`config.mk`:
```
export PLATFORM = sky130hd
export DESIGN_NAME = code_entry_driver_flat
export DESIGN_NICKNAME = d
export VERILOG_FILES = /design/src/rtl/mm_pkg.sv /design/src/rtl/code_entry_driver_if.sv /design/src/rtl/phase_timer.sv /design/src/rtl/code_entry_driver.sv /design/src/flat_wrapper.sv
export SDC_FILE = /design/constraint.sdc
export NUM_CORES = 1
export LEC_CHECK = 0
export CAP_MARGIN = 20
export CORE_MARGIN = 2
export CORE_UTILIZATION = 50
export CTS_BUF_LIST = sky130_fd_sc_hd__clkbuf_4
export CTS_CLUSTER_SIZE = 10
export DETAILED_ROUTE_END_ITERATION = 12
export GPL_TIMING_DRIVEN = 0
export PLACE_DENSITY = 0.8
export SYNTH_ARGS = -nofsm -noshare
export SYNTH_HDL_FRONTEND = slang
export SYNTH_SLANG_ARGS = --single-unit
```
`constraint.sdc`:
```
create_clock -name clk -period 2.1 [get_ports clk]
set_input_delay 0.63 -clock clk [delete_from_list [all_inputs] [get_ports clk]]
set_output_delay 0.63 -clock clk [all_outputs]
set_load 0.03 [all_outputs]
```
`src/rtl/mm_pkg.sv`:
```
// Shared constants, entry FSM state enum and small helpers for the code entry path.
package mm_pkg;

  localparam int DIGIT_W = 3;
  localparam int DIGITS  = 4;
  localparam int CODE_W  = DIGITS * DIGIT_W;
  localparam int IDX_W   = $clog2(DIGITS);

  typedef enum logic [2:0] {
    ST_E_IDLE,
    ST_E_SETUP,
    ST_E_PRESS,
    ST_E_GAP,
    ST_E_DONE
  } entry_state_e;

  function automatic int max3(input int a, input int b, input int c);
    int m;
    m = (a > b) ? a : b;
    return (m > c) ? m : c;
  endfunction

  // Digit 0 is the most significant slice and is sent first.
  function automatic logic [DIGIT_W-1:0] get_digit(input logic [CODE_W-1:0] code,
                                                   input logic [IDX_W-1:0]  idx);
    return code[(DIGITS - 1 - int'(idx)) * DIGIT_W +: DIGIT_W];
  endfunction

endpackage

```
`src/rtl/code_entry_driver_if.sv`:
```
// Request/response bundle between a code source (master) and code_entry_driver (slave).
interface code_entry_driver_if;
  import mm_pkg::*;

  logic                start;
  logic                abort;
  logic                player_b;
  logic [CODE_W-1:0]   code_in;
  logic [DIGIT_W-1:0]  SW_out;
  logic                enterA_out;
  logic                enterB_out;
  logic                busy;
  logic                done;
  logic [IDX_W-1:0]    digit_idx;

  modport master (
    output start, abort, player_b, code_in,
    input  SW_out, enterA_out, enterB_out, busy, done, digit_idx
  );

  modport slave (
    input  start, abort, player_b, code_in,
    output SW_out, enterA_out, enterB_out, busy, done, digit_idx
  );

endinterface

```
`src/rtl/phase_timer.sv`:
```
// Loadable down-counter timing one SETUP/PRESS/GAP phase; expire marks the last cycle.
module phase_timer #(
  parameter int W = 2
) (
  input  logic         clk,
  input  logic         reset,
  input  logic         load,
  input  logic [W-1:0] load_value,
  output logic [W-1:0] value,
  output logic         expire
);

  // Stops at zero rather than wrapping.
  always_ff @(posedge clk) begin
    if (!reset) begin
      value <= '0;
    end else if (load) begin
      value <= load_value;
    end else if (value != '0) begin
      value <= value - 1'b1;
    end
  end

  assign expire = (value == W'(1));

endmodule

```
`src/rtl/code_entry_driver.sv`:
```
// Replays a latched 4-digit code as timed SW values and enter presses for player A or B.
module code_entry_driver
  import mm_pkg::*;
#(
  parameter int SETUP_CYCLES = 1,
  parameter int PRESS_CYCLES = 2,
  parameter int GAP_CYCLES   = 3
) (
  input  logic                clk,
  input  logic                reset,
  code_entry_driver_if.slave  bus
);

  localparam int TIMER_W = $clog2(max3(SETUP_CYCLES, PRESS_CYCLES, GAP_CYCLES) + 1);

  localparam logic [2:0] S_IDLE  = ST_E_IDLE;
  localparam logic [2:0] S_SETUP = ST_E_SETUP;
  localparam logic [2:0] S_PRESS = ST_E_PRESS;
  localparam logic [2:0] S_GAP   = ST_E_GAP;
  localparam logic [2:0] S_DONE  = ST_E_DONE;

  logic [2:0]          state;
  logic [2:0]          next_state;
  logic [CODE_W-1:0]   code_q;
  logic                player_q;
  logic [DIGIT_W-1:0]  sw_q;
  logic                enter_a_q;
  logic                enter_b_q;
  logic                busy_q;
  logic                done_q;
  logic [IDX_W-1:0]    idx_q;

  logic                timer_load;
  logic [TIMER_W-1:0]  timer_load_value;
  logic [TIMER_W-1:0]  timer_value;
  logic                timer_expire;
  logic                phase_end;

  phase_timer #(.W(TIMER_W)) u_timer (
    .clk        (clk),
    .reset      (reset),
    .load       (timer_load),
    .load_value (timer_load_value),
    .value      (timer_value),
    .expire     (timer_expire)
  );

  // An empty counter also ends the phase so the FSM can never stall in a phase state.
  assign phase_end = timer_expire || (timer_value == '0);

  always_comb begin
    next_state = state;
    case (state)
      S_IDLE:  if (bus.start && !bus.abort) next_state = S_SETUP;
      S_SETUP: if (phase_end) next_state = S_PRESS;
      S_PRESS: if (phase_end) next_state = S_GAP;
      S_GAP:   if (phase_end) next_state = (idx_q == IDX_W'(DIGITS - 1)) ? S_DONE : S_SETUP;
      S_DONE:  next_state = S_IDLE;
      default: next_state = S_IDLE;
    endcase
    if (bus.abort && (state != S_IDLE)) next_state = S_IDLE;
  end

  always_comb begin
    timer_load       = (next_state != state) &&
                       ((next_state == S_SETUP) || (next_state == S_PRESS) || (next_state == S_GAP));
    timer_load_value = '0;
    case (next_state)
      S_SETUP: timer_load_value = TIMER_W'(SETUP_CYCLES);
      S_PRESS: timer_load_value = TIMER_W'(PRESS_CYCLES);
      S_GAP:   timer_load_value = TIMER_W'(GAP_CYCLES);
      default: timer_load_value = '0;
    endcase
  end

  // Outputs are registered from next_state so they line up with the state they describe.
  always_ff @(posedge clk) begin
    if (!reset) begin
      state     <= S_IDLE;
      code_q    <= '0;
      player_q  <= 1'b0;
      sw_q      <= '0;
      enter_a_q <= 1'b0;
      enter_b_q <= 1'b0;
      busy_q    <= 1'b0;
      done_q    <= 1'b0;
      idx_q     <= '0;
    end else begin
      state     <= next_state;
      done_q    <= (next_state == S_DONE);
      busy_q    <= (next_state == S_SETUP) || (next_state == S_PRESS) || (next_state == S_GAP);
      enter_a_q <= (next_state == S_PRESS) && !player_q;
      enter_b_q <= (next_state == S_PRESS) && player_q;
      if ((state == S_IDLE) && (next_state == S_SETUP)) begin
        code_q   <= bus.code_in;
        player_q <= bus.player_b;
        idx_q    <= '0;
        sw_q     <= get_digit(bus.code_in, '0);
      end else if ((state == S_GAP) && (next_state == S_SETUP)) begin
        idx_q    <= idx_q + 1'b1;
        sw_q     <= get_digit(code_q, IDX_W'(idx_q + 1'b1));
      end
    end
  end

  assign bus.SW_out     = sw_q;
  assign bus.enterA_out = enter_a_q;
  assign bus.enterB_out = enter_b_q;
  assign bus.busy       = busy_q;
  assign bus.done       = done_q;
  assign bus.digit_idx  = idx_q;

endmodule
```
`src/flat_wrapper.sv`:
```
// flat-port wrapper written by rule: the top's interface ports become plain ports
module code_entry_driver_flat import mm_pkg::*;
#(
  parameter int SETUP_CYCLES = 1,
  parameter int PRESS_CYCLES = 2,
  parameter int GAP_CYCLES   = 3
)
  (clk, reset, bus_start, bus_abort, bus_player_b, bus_code_in, bus_SW_out, bus_enterA_out, bus_enterB_out, bus_busy, bus_done, bus_digit_idx);
  code_entry_driver_if bus_i ();
  input  logic clk;
  input  logic reset;
  input wire logic [$bits(bus_i.start)-1:0] bus_start;
  input wire logic [$bits(bus_i.abort)-1:0] bus_abort;
  input wire logic [$bits(bus_i.player_b)-1:0] bus_player_b;
  input wire logic [$bits(bus_i.code_in)-1:0] bus_code_in;
  output wire logic [$bits(bus_i.SW_out)-1:0] bus_SW_out;
  output wire logic [$bits(bus_i.enterA_out)-1:0] bus_enterA_out;
  output wire logic [$bits(bus_i.enterB_out)-1:0] bus_enterB_out;
  output wire logic [$bits(bus_i.busy)-1:0] bus_busy;
  output wire logic [$bits(bus_i.done)-1:0] bus_done;
  output wire logic [$bits(bus_i.digit_idx)-1:0] bus_digit_idx;
  assign bus_i.start = bus_start;
  assign bus_i.abort = bus_abort;
  assign bus_i.player_b = bus_player_b;
  assign bus_i.code_in = bus_code_in;
  assign bus_SW_out = bus_i.SW_out;
  assign bus_enterA_out = bus_i.enterA_out;
  assign bus_enterB_out = bus_i.enterB_out;
  assign bus_busy = bus_i.busy;
  assign bus_done = bus_i.done;
  assign bus_digit_idx = bus_i.digit_idx;
  code_entry_driver #(.SETUP_CYCLES(SETUP_CYCLES), .PRESS_CYCLES(PRESS_CYCLES), .GAP_CYCLES(GAP_CYCLES)) u_core (.clk(clk), .reset(reset), .bus(bus_i));
endmodule
```
Word level (Yosys, flattened, before mapping)
Cells that the tools add are included.
{"block": "word_totals", "ff_bits": 27, "word_cells": 57, "output_inout_bits": 9, "in_bits": 17}
{"block": "op_classes", "reduce_logical": 19, "n_bitwise": 1, "n_shift": 1, "mux": 12, "eq_ne": 10, "addsub": 3, "n_mul": 1}
{"op": "32-bit by 3-bit multiplier with 32-bit output (second input constant)", "n": 1}
{"op": "12-bit by 32-bit variable part select with 3-bit output", "n": 1}
{"op": "3-bit two-way mux", "n": 8}
{"op": "3-bit by 2-bit equality test with 1-bit output (second input constant)", "n": 4}
{"op": "3-bit case mux with 4 select lines", "n": 1}
{"op": "1-bit logical AND", "n": 7}
{"op": "3-bit by 1-bit equality test with 1-bit output (second input constant)", "n": 2}
{"op": "2-bit case mux with 3 select lines", "n": 1}
{"op": "2-bit nonzero test", "n": 3}
{"op": "2-bit two-way mux", "n": 2}
{"op": "3-bit equality test (second input constant)", "n": 1}
{"op": "3-bit zero test", "n": 1}
{"op": "1-bit logical OR", "n": 3}
{"op": "3-bit inequality test", "n": 1}
{"op": "3-bit nonzero test", "n": 1}
{"op": "2-bit by 2-bit subtractor with 3-bit output (first input constant)", "n": 1}
{"op": "2-bit by 1-bit adder with 2-bit output (second input constant)", "n": 1}
{"op": "2-bit by 1-bit equality test with 1-bit output (second input constant)", "n": 1}
{"op": "2-bit equality test (second input constant)", "n": 1}
{"op": "1-bit zero test", "n": 2}
{"op": "2-bit zero test", "n": 1}
{"op": "2-bit OR reduction", "n": 1}
{"op": "2-bit by 1-bit subtractor with 2-bit output (second input constant)", "n": 1}
{"op": "1-bit inverter", "n": 1}

Depth between registers and ports, before layout
Gate-level depths: netlist (run 1).
{"block": "depth", "depth_word": 10, "depth_mapped": 7, "ltp_nobuf": 6}

By module
From an unflattened synthesis (run 1), not the netlist that was laid out.
{"block": "unflattened", "hier_cells": 136, "area_unflattened_um2": 1286.2}
{"mod": "code_entry_driver", "cells_per_inst": 122, "area_per_inst_um2": 1157.4, "instances": 1}
{"mod": "phase_timer", "cells_per_inst": 14, "area_per_inst_um2": 128.9, "instances": 1}

Least setup slack after synthesis (run 1)
OpenSTA, ideal clock, no wires.
{"block": "synth_path", "path_kind": "reg-to-reg", "startpoint": "reg u_core.idx_q[0] (netlist: u_core.bus.digit_idx[0])", "endpoint": "reg u_core.sw_q[1] (netlist: u_core.bus.SW_out[1])", "t_arrival_ns": 1.907, "synth_period_minus_slack_ns": 2.033, "slack_ns": 0.067, "setup_time_ns": 0.126, "required_ns": 1.974, "path_stages_with_launch": 7, "path_cell_list": "dfxtp_1 -> inv_1 -> ha_1 -> buf_2 -> mux4_2 -> mux2i_1 -> o211ai_1"}
{"block": "synth_between", "elab_chain_len": 8, "word_cells_on_any_way": 15, "cone_classes": "2 x add/sub; 1 x mul; 2 x eq/ne; 1 x shift; 6 x mux; 3 x reduce/logical"}
{"element": "from (decl)", "line": "code_entry_driver.sv:31", "text": "logic [IDX_W-1:0] idx_q;"}
{"element": "from (signal assigned)", "line": "code_entry_driver.sv:100", "text": "idx_q <= idx_q + 1'b1;"}
{"element": "parallel branches: the longest is 8 deep, another holds 32-bit by 3-bit multiplier with 32-bit output"}
{"element": "to (signal assigned)", "line": "code_entry_driver.sv:98", "text": "sw_q <= get_digit(bus.code_in, '0);"}
{"element": "to (signal assigned)", "line": "code_entry_driver.sv:101", "text": "sw_q <= get_digit(code_q, IDX_W'(idx_q + 1'b1));"}
{"element": "to (decl)", "line": "code_entry_driver.sv:26", "text": "logic [DIGIT_W-1:0] sw_q;"}
Several ways; the timed one is not identified. The select of a mux whose other input is x is not followed.
A chain may end at the register's enable or synchronous reset.

Final worst setup path (run 1)
{"block": "layout_path", "startpoint": "reg u_core.idx_q[1] (netlist: u_core.bus.digit_idx[1])", "endpoint": "out bus_digit_idx[1]"}
{"element": "to (decl)", "line": "flat_wrapper.sv:21", "text": "output wire logic [$bits(bus_i.digit_idx)-1:0] bus_digit_idx;"}
No word-level cell between the ends.

==> implementation parameters, run 1 <==
Parameter                              Value

Status
  Status ... finished clean

GRT
  Tot GR Track Use ... 18.33%
  Initial antenna violation count ... 0
  Number of global-route vias before repair ... 1080
  Sum of overflow across all layers after global routing ... 0
  Pin count of the biggest net entering global routing ... 15
  Global-route wire length before repair ... 4643 microns

Detailed routing
  Number of nets with antenna violations after routing ... 0
  First-pass detailed-route iteration total ... 4
  Wirelength, routed ... 2760 microns
  Initial drt markers ... 28
  Post-route DRC violation count ... 0
  Post-detailed-route wirelength per cell ... 13.53 microns
  Total via count after detailed routing ... 1169
  Drt via density ... 5.730

Layout
  Signed area change from the synthesized netlist to the final layout ... 23.09%
  Summed area of non-filler cells in the final layout ... about 1700 sq um
  Number of nets in the final layout ... between 150 and 200
  Fill cell total of the finished layout ... 213
  Share of layout cells above drive strength 1 ... 14.94%
  ANT cells ... 0

Placement
  Post-place instance area ... 1638 sq um
  Number of port buffers ... 24
  DPL Wire Length ... ~2200 microns
  Routability congestion estimate ... about 0.9

Yosys
  Synth area leaders ... sky130_fd_sc_hd__dfxtp_1 37%, sky130_fd_sc_hd__mux4_2 9.9%, sky130_fd_sc_hd__nand2_1 7.7%
  Avg Inst Size Synth ... 9.315 sq um
  Most instantiated flip-flop cell in the synthesis netlist ... sky130_fd_sc_hd__dfxtp_1
  Fraction of synthesized cell area taken by the top area cell type ... 36.80%
  Post-synthesis cell type with the largest combined area ... sky130_fd_sc_hd__dfxtp_1
  Proportion of register bits with asynchronous set or reset after synthesis ... 0%
  Post-synthesis cell area ... 1360 sq um
  Number of enable flip-flop cells after synthesis ... 0
  Most instantiated library cell after synthesis ... sky130_fd_sc_hd__nand2_1
  Syn. warnings ... 0
  Synth Register Bits ... 25
  Share of the yosys chip area belonging to registers ... 36.80%
  Number of different library cells in the post-synthesis netlist ... 39
  Number of standard cells after synthesis ... 146
  Synth cell count leaders ... 28 x sky130_fd_sc_hd__nand2_1, 25 x sky130_fd_sc_hd__dfxtp_1, 11 x sky130_fd_sc_hd__a21boi_0
  Post-Synthesis Net Count ... 167

Job
  Max Cap Violations ... 0

Clocking
  CTS HTree Levels ... 1
  Clock-pin slew on the worst setup and hold paths ... 0.15 ns
  # hold bufs at CTS ... 0
  Sink count of the clock tree ... 25
  Clock Tree Root ... sky130_fd_sc_hd__clkbuf_4
  Insertion delay to the later sink of the worst-skew pair ... ~0.32 ns
  CTS tree ... yes
  Number of buffers on the longest clock path ... 2
  Number of clock buffers inserted by TritonCTS ... 3

Timing
  Maximum clock frequency ... 490.0 MHz
  Final critical path time including I/O delays and setup ... ~2.0 ns
  Number of max-slew violations in the final report ... 0
  Final number of setup-violating endpoints ... 0
  Number of hold violations in the final report ... 0
  Skew final ... 0.01329 ns
  Setup repair after global routing missed its margin ... no
  Max_slew headroom ... between 70% and 80%
  Final period utilization ... 97.18%
  Sum of negative setup slack ... 0 ns
  Actual transition at the worst max-transition pin ... 0.4210 ns

Worst setup path
  Buffers & Inverters on Critical Path ... 1
  Crit path required time ... 1.47 ns
  Reg2Reg Depth ... 6
  Kind of cell adding the most delay to the critical path ... buffers and inverters
  CP Data Arrival Time ... 1.41 ns
  Kind of critical path ... flop to output port
  Slowest stage cell, crit path ... sky130_fd_sc_hd__clkdlybuf4s50_1
  Critical R2R Launch ... u_core.bus.digit_idx[0]
  Type of element capturing the critical path ... output port
  Endpoint of the worst-slack reg-to-reg timing path ... u_core.bus.SW_out[2]
  Slowest stage delay, CP ... 0.69 ns
  Critical Path Start Type ... flop
  Reg-to-reg slack, setup ... 0.20 ns
  Crit path cell chain ... clkdlybuf4s50_1
  Launch point of the critical path ... u_core.bus.digit_idx[1]
  Max Fanout on Critical Path ... 4

Power and ir drop
  Combinational group share of total power ... between 30% and 40%
  Cell-internal power ... between 0.0007 and 0.0008 W
  Worst VDD drop ... 0.4743 mV
  PwrDens ... between 600 and 700 nW/um^2
  Proportion of power drawn by flip-flops and latches ... between 40% and 50%
  Switching power as a share of total power ... 33.87%
  Clock power frac ... 19.0%
  Net Switching ... 0.0003888 W
  Leak Pwr ... 0.6392 nW

Min path
  Hold Crit Endpoint ... u_core.bus.enterA_out
  Number of stages on the worst hold path ... 1
  Worst Hold Launch ... u_core.player_q
  Hold/Removal Path Class ... flop to flop

Floorplan
  Number of rows created at floorplan ... 18
  Initial Utilization ... a little over half
  Floorplan die area ... 3153 sq um
  Die Span Y ... ~56 microns
  Count of boundary I/O pins ... 26
  Die boundary width ... approximately 56 microns
  Placeable core region ... 2522 sq um
==> cells by family after synthesis <==
logic type | count (synthesis) | synth area share, %
flip-flops | 25 | 36.80
buffers and inverters | 17 | 6.531
adder cells (fa/ha/maj) | 4 | 3.680
AO/OA/AOI/OAI | 31 | 17.21
multiplexers | 11 | 13.62
AND/OR/NAND/NOR | 57 | 21.53
XOR/XNOR | 1 | 0.6441
==> worst max path at each step <==
stage / end / cells past startpoint
final: bus_digit_idx[1] / 1
after global placement: u_core.bus.SW_out[0] / 6
after floorplan: u_core.bus.SW_out[1] / 6
after CTS: bus_digit_idx[0] / 1
after global routing: bus_digit_idx[1] / 1
after detailed placement: u_core.bus.SW_out[2] / 6
==> routing by layer <==
metal / GRT usage [%] / vias up / part of all wire (%)
met5: 0 / - / 0
met4: 4.082 / 0 / 0.65
met3: 3.953 / 2 / 5.9
met2: 32.61 / 37 / 51
met1: 22.56 / 551 / 43
li1: - / 579 / -
==> registers in the layout, indices dropped and copies added, names as in the netlist <==
register,flops
u_core.code_q,10
u_core.bus.SW_out,3
u_core.state,3
u_core.bus.digit_idx,2
u_core.u_timer.value,2
u_core.bus.busy,1
u_core.bus.done,1
u_core.bus.enterA_out,1
u_core.bus.enterB_out,1
u_core.player_q,1
==> power by group through the flow <==
stage | Clock, W | Combinational, W | Sequential (W)
2_1_floorplan | 0 | 0.000270 | 0.000567
3_3_place_gp | 0 | 0.000370 | 0.000553
3_5_place_dp | 0 | 0.000381 | 0.000557
4_1_cts | 0.000225 | 0.000383 | 0.000546
5_1_grt | 0.000242 | 0.000424 | 0.000552
6_report | 0.000218 | 0.000384 | 0.000546
==> layout make-up <==
cell class                 count  area (sq um)  share of cell area (%)
tap                           30         37.54                   2.242
inverter                       6         22.52                   1.345
buffer                        11         66.31                   3.961
timing repair buffer          24         245.2                   14.65
clock buffer                   3         22.52                   1.345
clock inverter                 1         5.005                  0.2990
multi-input combinational    104         774.5                   46.26
sequential                    25         500.5                   29.90
==> per-stage QoR <==
step / power, W / std cells / setup WS [ns] / utilization, % / hold slack [ns]
5_1_grt: 0.001219 / 204 / 0.002406 / 66.37 / 0.4974
3_5_place_dp: 0.0009377 / 200 / -0.2763 / 64.93 / 0.4535
4_1_cts: 0.001154 / 204 / 0.01619 / 66.02 / 0.4732
2_1_floorplan: 0.0008366 / 146 / 0.06699 / - / 0.4163
6_report: 0.001148 / 204 / 0.05919 / 66.37 / 0.4769
3_3_place_gp: 0.0009237 / 200 / -0.2582 / 64.93 / 0.4383
==> worst reg2reg max path, cell delays in order (launching register included) <==
cell                       delay, ns
sky130_fd_sc_hd__dfxtp_1        0.42
sky130_fd_sc_hd__inv_1          0.13
sky130_fd_sc_hd__ha_1           0.30
sky130_fd_sc_hd__buf_2          0.19
sky130_fd_sc_hd__mux4_2         0.52
sky130_fd_sc_hd__mux2i_1        0.15
sky130_fd_sc_hd__o211ai_1       0.09
==> cell usage in the layout (no fill, tap or decap), types with 3 or more instances in the layout <==
cell,netlist,routed
sky130_fd_sc_hd__clkbuf_4,0,3
sky130_fd_sc_hd__o21a_1,3,3
sky130_fd_sc_hd__mux2i_1,5,4
sky130_fd_sc_hd__nor2_1,6,6
sky130_fd_sc_hd__nand3_1,4,4
sky130_fd_sc_hd__dfxtp_1,25,25
sky130_fd_sc_hd__clkdlybuf4s50_1,0,22
sky130_fd_sc_hd__ha_1,4,4
sky130_fd_sc_hd__nand2_1,28,28
sky130_fd_sc_hd__nor3_1,4,4
sky130_fd_sc_hd__buf_2,5,5
sky130_fd_sc_hd__a21boi_0,11,11
sky130_fd_sc_hd__nand4_1,3,3
sky130_fd_sc_hd__o211ai_1,5,5
sky130_fd_sc_hd__clkbuf_1,3,3
sky130_fd_sc_hd__mux4_2,6,6
sky130_fd_sc_hd__inv_1,6,6
==> repair_timing <==
item	4_1_cts	5_1_grt
resized for setup	0	3
endpoints found under the setup margin	0	4
setup buffers	0	0
Note: power is estimated with default switching activity, not from simulation.
==> run 2, diff against run 1 <==
- CORE_UTILIZATION: 50 -> 30
- PLACE_DENSITY: 0.8 -> 0.54
==> implementation parameters, run 2 (synthesis gave the netlist of run 1 again) <==
Parameter                              Value

Layout
  Fill cell total of the finished layout ... 444 (was 213)
  Max FFs per register ... 10 (unchanged)
  Share of layout cells above drive strength 1 ... 15.03% (was 14.94%)
  Largest Register ... u_core.code_q (unchanged)
  Number of nets in the final layout ... 195 (was 196)
  Signed area change from the synthesized netlist to the final layout ... 24.93% (was 23.09%)
  Most frequent standard cell in the layout excluding fill and tap cells ... sky130_fd_sc_hd__nand2_1 (unchanged)
  Area used by multi-input combinational logic ... 775.7 sq um (was 774.5 sq um)
  ANT cells ... 0 (unchanged)
  Area used by sequential logic in the layout ... 500.5 sq um (unchanged)
  Core utilization of the finished layout ... 39.02% (was 66.37%)
  Leading cell types in the layout, fill and taps excluded ... 28 x sky130_fd_sc_hd__nand2_1, 25 x sky130_fd_sc_hd__dfxtp_1, 22 x sky130_fd_sc_hd__clkdlybuf4s50_1 (unchanged)

Worst setup path
  Buffers & Inverters on Critical Path ... 1 (unchanged)
  Crit path cell chain ... clkdlybuf4s50_1 (unchanged)
  Reg-to-reg slack, setup ... 0.20 ns (about the same)
  Critical Path Start Type ... flop (unchanged)
  CP Data Arrival Time ... 1.41 ns (about the same)
  Kind of cell adding the most delay to the critical path ... buffers and inverters (unchanged)
  Slowest stage cell, crit path ... sky130_fd_sc_hd__clkdlybuf4s50_1 (unchanged)
  Slowest stage delay, CP ... 0.68 ns (was 0.69 ns)
  Max Fanout on Critical Path ... 4 (unchanged)
  Type of element capturing the critical path ... output port (unchanged)
  Crit path required time ... 1.47 ns (about the same)
  Kind of critical path ... flop to output port (unchanged)

Floorplan
  Die Span Y ... 71.33 microns (was 56.16 microns)
  Floorplan die area ... 5088 sq um (was 3153 sq um)
  Initial Utilization ... 31.24% (was 53.92%)
  Die boundary width ... 71.33 microns (was 56.16 microns)
  Number of rows created at floorplan ... 24 (was 18)
  Count of boundary I/O pins ... 26 (unchanged)
  Placeable core region ... 4354 sq um (was 2522 sq um)

Timing
  Maximum clock frequency ... 490.0 MHz (about the same)
  Final number of setup-violating endpoints ... 0 (unchanged)
  Worst hold margin ... 0.4702 ns (was 0.4769 ns)
  Final critical path time including I/O delays and setup ... 2.041 ns (about the same)
  Skew final ... 0.003670 ns (was 0.01329 ns)
  Final setup margin ... 0.05913 ns (was 0.05919 ns)
  Setup repair after global routing missed its margin ... no (unchanged)
  Max_slew headroom ... 68.12% (was 71.93%)
  Actual transition at the worst max-transition pin ... 0.4782 ns (was 0.4210 ns)
  Final period utilization ... 97.18% (about the same)
  Number of max-slew violations in the final report ... 0 (unchanged)
  Number of hold violations in the final report ... 0 (unchanged)

Detailed routing
  Drt via density ... 4.889 (was 5.730)
  Post-route DRC violation count ... 0 (unchanged)
  Initial drt markers ... 30 (was 28)
  Wirelength, routed ... 2848 microns (was 2760 microns)
  Post-detailed-route wirelength per cell ... 12.66 microns (was 13.53 microns)
  Number of nets with antenna violations after routing ... 0 (unchanged)
  First-pass detailed-route iteration total ... 4 (unchanged)
  Total via count after detailed routing ... 1100 (was 1169)

Clocking
  Sink count of the clock tree ... 25 (unchanged)
  CTS HTree Levels ... 1 (unchanged)
  Clock-pin slew on the worst setup and hold paths ... 0.14 ns (was 0.15 ns)
  Number of buffers on the longest clock path ... 2 (unchanged)
  Clock Tree Root ... sky130_fd_sc_hd__clkbuf_4 (unchanged)
  CTS tree ... yes (unchanged)
  Number of clock buffers inserted by TritonCTS ... 3 (unchanged)
  # hold bufs at CTS ... 0 (unchanged)
  Insertion delay to the later sink of the worst-skew pair ... 0.32 ns (about the same)

GRT
  Pin count of the biggest net entering global routing ... 15 (unchanged)
  Global-route wire length before repair ... 5002 microns (was 4643 microns)
  Tot GR Track Use ... 12.23% (was 18.33%)
  Sum of overflow across all layers after global routing ... 0 (unchanged)
  Initial antenna violation count ... 0 (unchanged)
  Number of global-route vias before repair ... 1095 (was 1080)

Power and ir drop
  Power, Total ... 0.001156 W (was 0.001148 W)
  Worst VDD drop ... 0.2350 mV (was 0.4743 mV)
  Leak Pwr ... 0.6433 nW (was 0.6392 nW)
  PwrDens ... 680.4 nW/um^2 (was 685.7 nW/um^2)

Min path
  Hold/Removal Path Class ... flop to flop (unchanged)

Placement
  Number of port buffers ... 24 (unchanged)
  Post-Place Worst Slack ... -0.2902 ns (was -0.2763 ns)
  Routability congestion estimate ... 0.7731 (was 0.8756)
  DPL Wire Length ... 2221 microns (was 2167 microns)

Status
  Status ... finished clean (unchanged)

Job
  Max Cap Violations ... 0 (unchanged)
[run 2: repair_timing]
action	in CTS	in global routing
buffers inserted	0	0
setup endpoints to repair	0	5
gates resized for setup	0	3
[run 2: power breakdown]
group          internal (W)  switching, W  total (W)  leakage (nW)
clock             0.0000715      0.000150   0.000221        0.0177
combinational      0.000168      0.000221   0.000389         0.422
sequential         0.000518     0.0000283   0.000546         0.204
[run 2: path summary, 6_finish.rpt]
path	start	end	cells past startpoint
setup / recovery	u_core.bus.digit_idx[1]	bus_digit_idx[1]	1
hold / removal	u_core.player_q	u_core.bus.enterA_out	1
setup reg to reg	u_core.bus.digit_idx[0]	u_core.bus.SW_out[2]	6
hold reg to reg	u_core.player_q	u_core.bus.enterA_out	1
[run 2: through the flow]
step | setup TNS (ns) | cell area, sq um | cells
after floorplan | 0 | 1360 | 146
after detailed placement | -2.689 | 1665 | 222
after CTS | 0 | 1693 | 226
after global routing | 0 | 1699 | 225
final | 0 | 1699 | 225
after global placement | -2.485 | 1665 | 222
[run 2: per-layer routing]
metal / share of wire (%) / vias to the layer above / track usage [%] / routed length, microns
met2: 51 / 17 / 21.71 / 1457
met3: 3.4 / 5 / 1.969 / 96
met4: 1.5 / 0 / 4.403 / 44
met1: 44 / 508 / 14.89 / 1249
li1: - / 570 / - / -
met5: 0 / - / 0 / 0
[run 2: layout make-up]
class | instances | area share [%]
sequential | 25 | 29.46
inverter | 6 | 1.325
buffer | 10 | 3.682
clock inverter | 1 | 0.2946
timing repair buffer | 24 | 14.43
multi-input combinational | 104 | 45.66
clock buffer | 3 | 1.325
tap | 52 | 3.829
==> run 3, diff against run 2 <==
- clock period: 2.1 -> 2.3 ns (I/O delays scaled with it)
==> implementation parameters, run 3 (synthesis gave the netlist of run 1 again) <==
Parameter                              Value

Status
  Status ... finished clean (unchanged)

Detailed routing
  Initial drt markers ... 26 (was 30)
  Post-detailed-route wirelength per cell ... 12.50 microns (was 12.66 microns)
  Met1 wire length ... 1225 microns (was 1249 microns)
  Post-route DRC violation count ... 0 (unchanged)
  Number of nets with antenna violations after routing ... 0 (unchanged)
  Total via count after detailed routing ... 1116 (was 1100)
  Highest metal layer with signal wires ... met4 (unchanged)
  Wirelength, routed ... 2825 microns (was 2848 microns)
  Drt via density ... 4.938 (was 4.889)
  First-pass detailed-route iteration total ... 4 (unchanged)
  Length of routed met2 wiring ... 1459 microns (was 1457 microns)
  Met3 layer wire length in the routed design ... 96 microns (unchanged)

Clocking
  CTS tree ... yes (unchanged)
  Setup Buffers After CTS ... 0 (unchanged)
  Clock-pin slew on the worst setup and hold paths ... 0.14 ns (about the same)
  Clock Tree Root ... sky130_fd_sc_hd__clkbuf_4 (unchanged)
  Number of buffers on the longest clock path ... 2 (unchanged)
  # hold bufs at CTS ... 0 (unchanged)
  Insertion delay to the later sink of the worst-skew pair ... 0.32 ns (about the same)
  Sink count of the clock tree ... 25 (unchanged)
  CTS HTree Levels ... 1 (unchanged)
  Number of clock buffers inserted by TritonCTS ... 3 (unchanged)
  Post-CTS Resized ... 0 (unchanged)

Worst setup path
  Kind of critical path ... flop to output port (unchanged)
  Slowest stage delay, CP ... 0.69 ns (was 0.68 ns)
  CP Data Arrival Time ... 1.43 ns (was 1.41 ns)
  Max Fanout on Critical Path ... 4 (unchanged)
  Slowest stage cell, crit path ... sky130_fd_sc_hd__clkdlybuf4s50_1 (unchanged)
  Type of element capturing the critical path ... output port (unchanged)
  Critical Path Start Type ... flop (unchanged)
  Crit path cell chain ... clkdlybuf4s50_1 (unchanged)
  Kind of cell adding the most delay to the critical path ... buffers and inverters (unchanged)
  Buffers & Inverters on Critical Path ... 1 (unchanged)
  Crit path required time ... 1.61 ns (was 1.47 ns)

Floorplan
  Die boundary width ... 71.33 microns (unchanged)
  Number of rows created at floorplan ... 24 (unchanged)
  Die Span Y ... 71.33 microns (unchanged)
  Count of boundary I/O pins ... 26 (unchanged)
  Floorplan die area ... 5088 sq um (unchanged)
  Placeable core region ... 4354 sq um (unchanged)
  Initial Utilization ... 31.24% (unchanged)

Placement
  Post-Place Worst Slack ... -0.1502 ns (was -0.2902 ns)
  Post-place instance area ... 1665 sq um (unchanged)
  DPL Wire Length ... 2221 microns (unchanged)
  Routability congestion estimate ... 0.7731 (unchanged)
  Number of port buffers ... 24 (unchanged)

Power and ir drop
  PwrDens ... 622.8 nW/um^2 (was 680.4 nW/um^2)
  Worst VDD drop ... 0.2143 mV (was 0.2350 mV)
  Proportion of power drawn by flip-flops and latches ... 47.3% (was 47.2%)
  Switching power as a share of total power ... 34.41% (was 34.49%)
  Net Switching ... 0.0003628 W (was 0.0003988 W)
  Cell-internal power ... 0.0006916 W (was 0.0007573 W)
  Leak Pwr ... 0.6163 nW (was 0.6433 nW)
  Combinational group share of total power ... 33.5% (was 33.6%)
  Clock power frac ... 19.2% (about the same)

GRT
  Sum of overflow across all layers after global routing ... 0 (unchanged)
  Tot GR Track Use ... 12.23% (unchanged)
  Pin count of the biggest net entering global routing ... 15 (unchanged)
  Number of global-route vias before repair ... 1095 (unchanged)
  Initial antenna violation count ... 0 (unchanged)
  Global-route wire length before repair ... 5002 microns (unchanged)

Layout
  Summed area of non-filler cells in the final layout ... 1693 sq um (was 1699 sq um)
  Signed area change from the synthesized netlist to the final layout ... 24.47% (was 24.93%)
  Largest Register ... u_core.code_q (unchanged)
  Number of nets in the final layout ... 196 (was 195)
  Leading cell types in the layout, fill and taps excluded ... 28 x sky130_fd_sc_hd__nand2_1, 25 x sky130_fd_sc_hd__dfxtp_1, 24 x sky130_fd_sc_hd__clkdlybuf4s50_1 (was 28 x sky130_fd_sc_hd__nand2_1, 25 x sky130_fd_sc_hd__dfxtp_1, 22 x sky130_fd_sc_hd__clkdlybuf4s50_1)
  Fill cell total of the finished layout ... 444 (unchanged)
  Max FFs per register ... 10 (unchanged)
  Share of layout cells above drive strength 1 ... 14.37% (was 15.03%)
  Most frequent standard cell in the layout excluding fill and tap cells ... sky130_fd_sc_hd__nand2_1 (unchanged)
  ANT cells ... 0 (unchanged)

Timing
  Final period utilization ... 92.35%
  Number of max-slew violations in the final report ... 0 (unchanged)
  Maximum clock frequency ... roughly 470 MHz
  Skew final ... 0.004304 ns (was 0.003670 ns)
  Setup repair after global routing missed its margin ... no (unchanged)
  Final number of setup-violating endpoints ... 0 (unchanged)
  Final critical path time including I/O delays and setup ... 2.124 ns
  Max_slew headroom ... 70.59% (was 68.12%)
  Actual transition at the worst max-transition pin ... 0.4412 ns (was 0.4782 ns)
  Number of hold violations in the final report ... 0 (unchanged)
  Final setup margin ... 0.1760 ns (was 0.05913 ns)

Min path
  Hold/Removal Path Class ... flop to flop (unchanged)

Job
  Max Cap Violations ... 0 (unchanged)
## run 3: cell type report
type / count / area, sq um / share of cell area [%]
Tap cell: 52 / 65.06 / 3.843
Inverter: 6 / 22.52 / 1.330
Clock buffer: 3 / 22.52 / 1.330
Buffer: 11 / 66.31 / 3.917
Timing Repair Buffer: 24 / 240.2 / 14.19
Clock inverter: 1 / 5.005 / 0.2956
Sequential cell: 25 / 500.5 / 29.56
Multi-Input combinational cell: 104 / 770.7 / 45.53
## run 3: final timing paths
path,end,slack (ns),start,cells after the start
setup / recovery,bus_digit_idx[0],0.18,u_core.bus.digit_idx[0],1
hold / removal,u_core.bus.enterA_out,0.47,u_core.player_q,1
setup reg to reg,u_core.bus.SW_out[0],0.38,u_core.bus.digit_idx[0],6
hold reg to reg,u_core.bus.enterA_out,0.47,u_core.player_q,1
## run 3: per-layer routing
layer  vias to the layer above  GRT usage, %
met1                       520         14.89
met4                         0         4.403
met5                         -             0
met3                         5         1.969
met2                        17         21.71
li1                        574             -
## run 3: metrics by stage
stage / cells / power, W / TNS [ns] / utilization [%] / hold WS, ns
5_1_grt: 226 / 0.001136 / 0 / 38.88 / 0.4825
6_report: 226 / 0.001054 / 0 / 38.88 / 0.4666
3_5_place_dp: 222 / 0.0008642 / -0.9362 / 38.25 / 0.4414
3_3_place_gp: 222 / 0.0008567 / -0.8416 / 38.25 / 0.4320
4_1_cts: 226 / 0.001070 / 0 / 38.88 / 0.4621
2_1_floorplan: 146 / 0.0007638 / 0 / - / 0.4163
## run 3: power by group through the flow
stage | Sequential [W] | Combinational [W] | Clock (W)
floorplan | 0.000518 | 0.000246 | 0
global placement | 0.000508 | 0.000349 | 0
detailed placement | 0.000510 | 0.000355 | 0
CTS | 0.000500 | 0.000357 | 0.000213
global route | 0.000507 | 0.000400 | 0.000228
finish | 0.000499 | 0.000354 | 0.000202
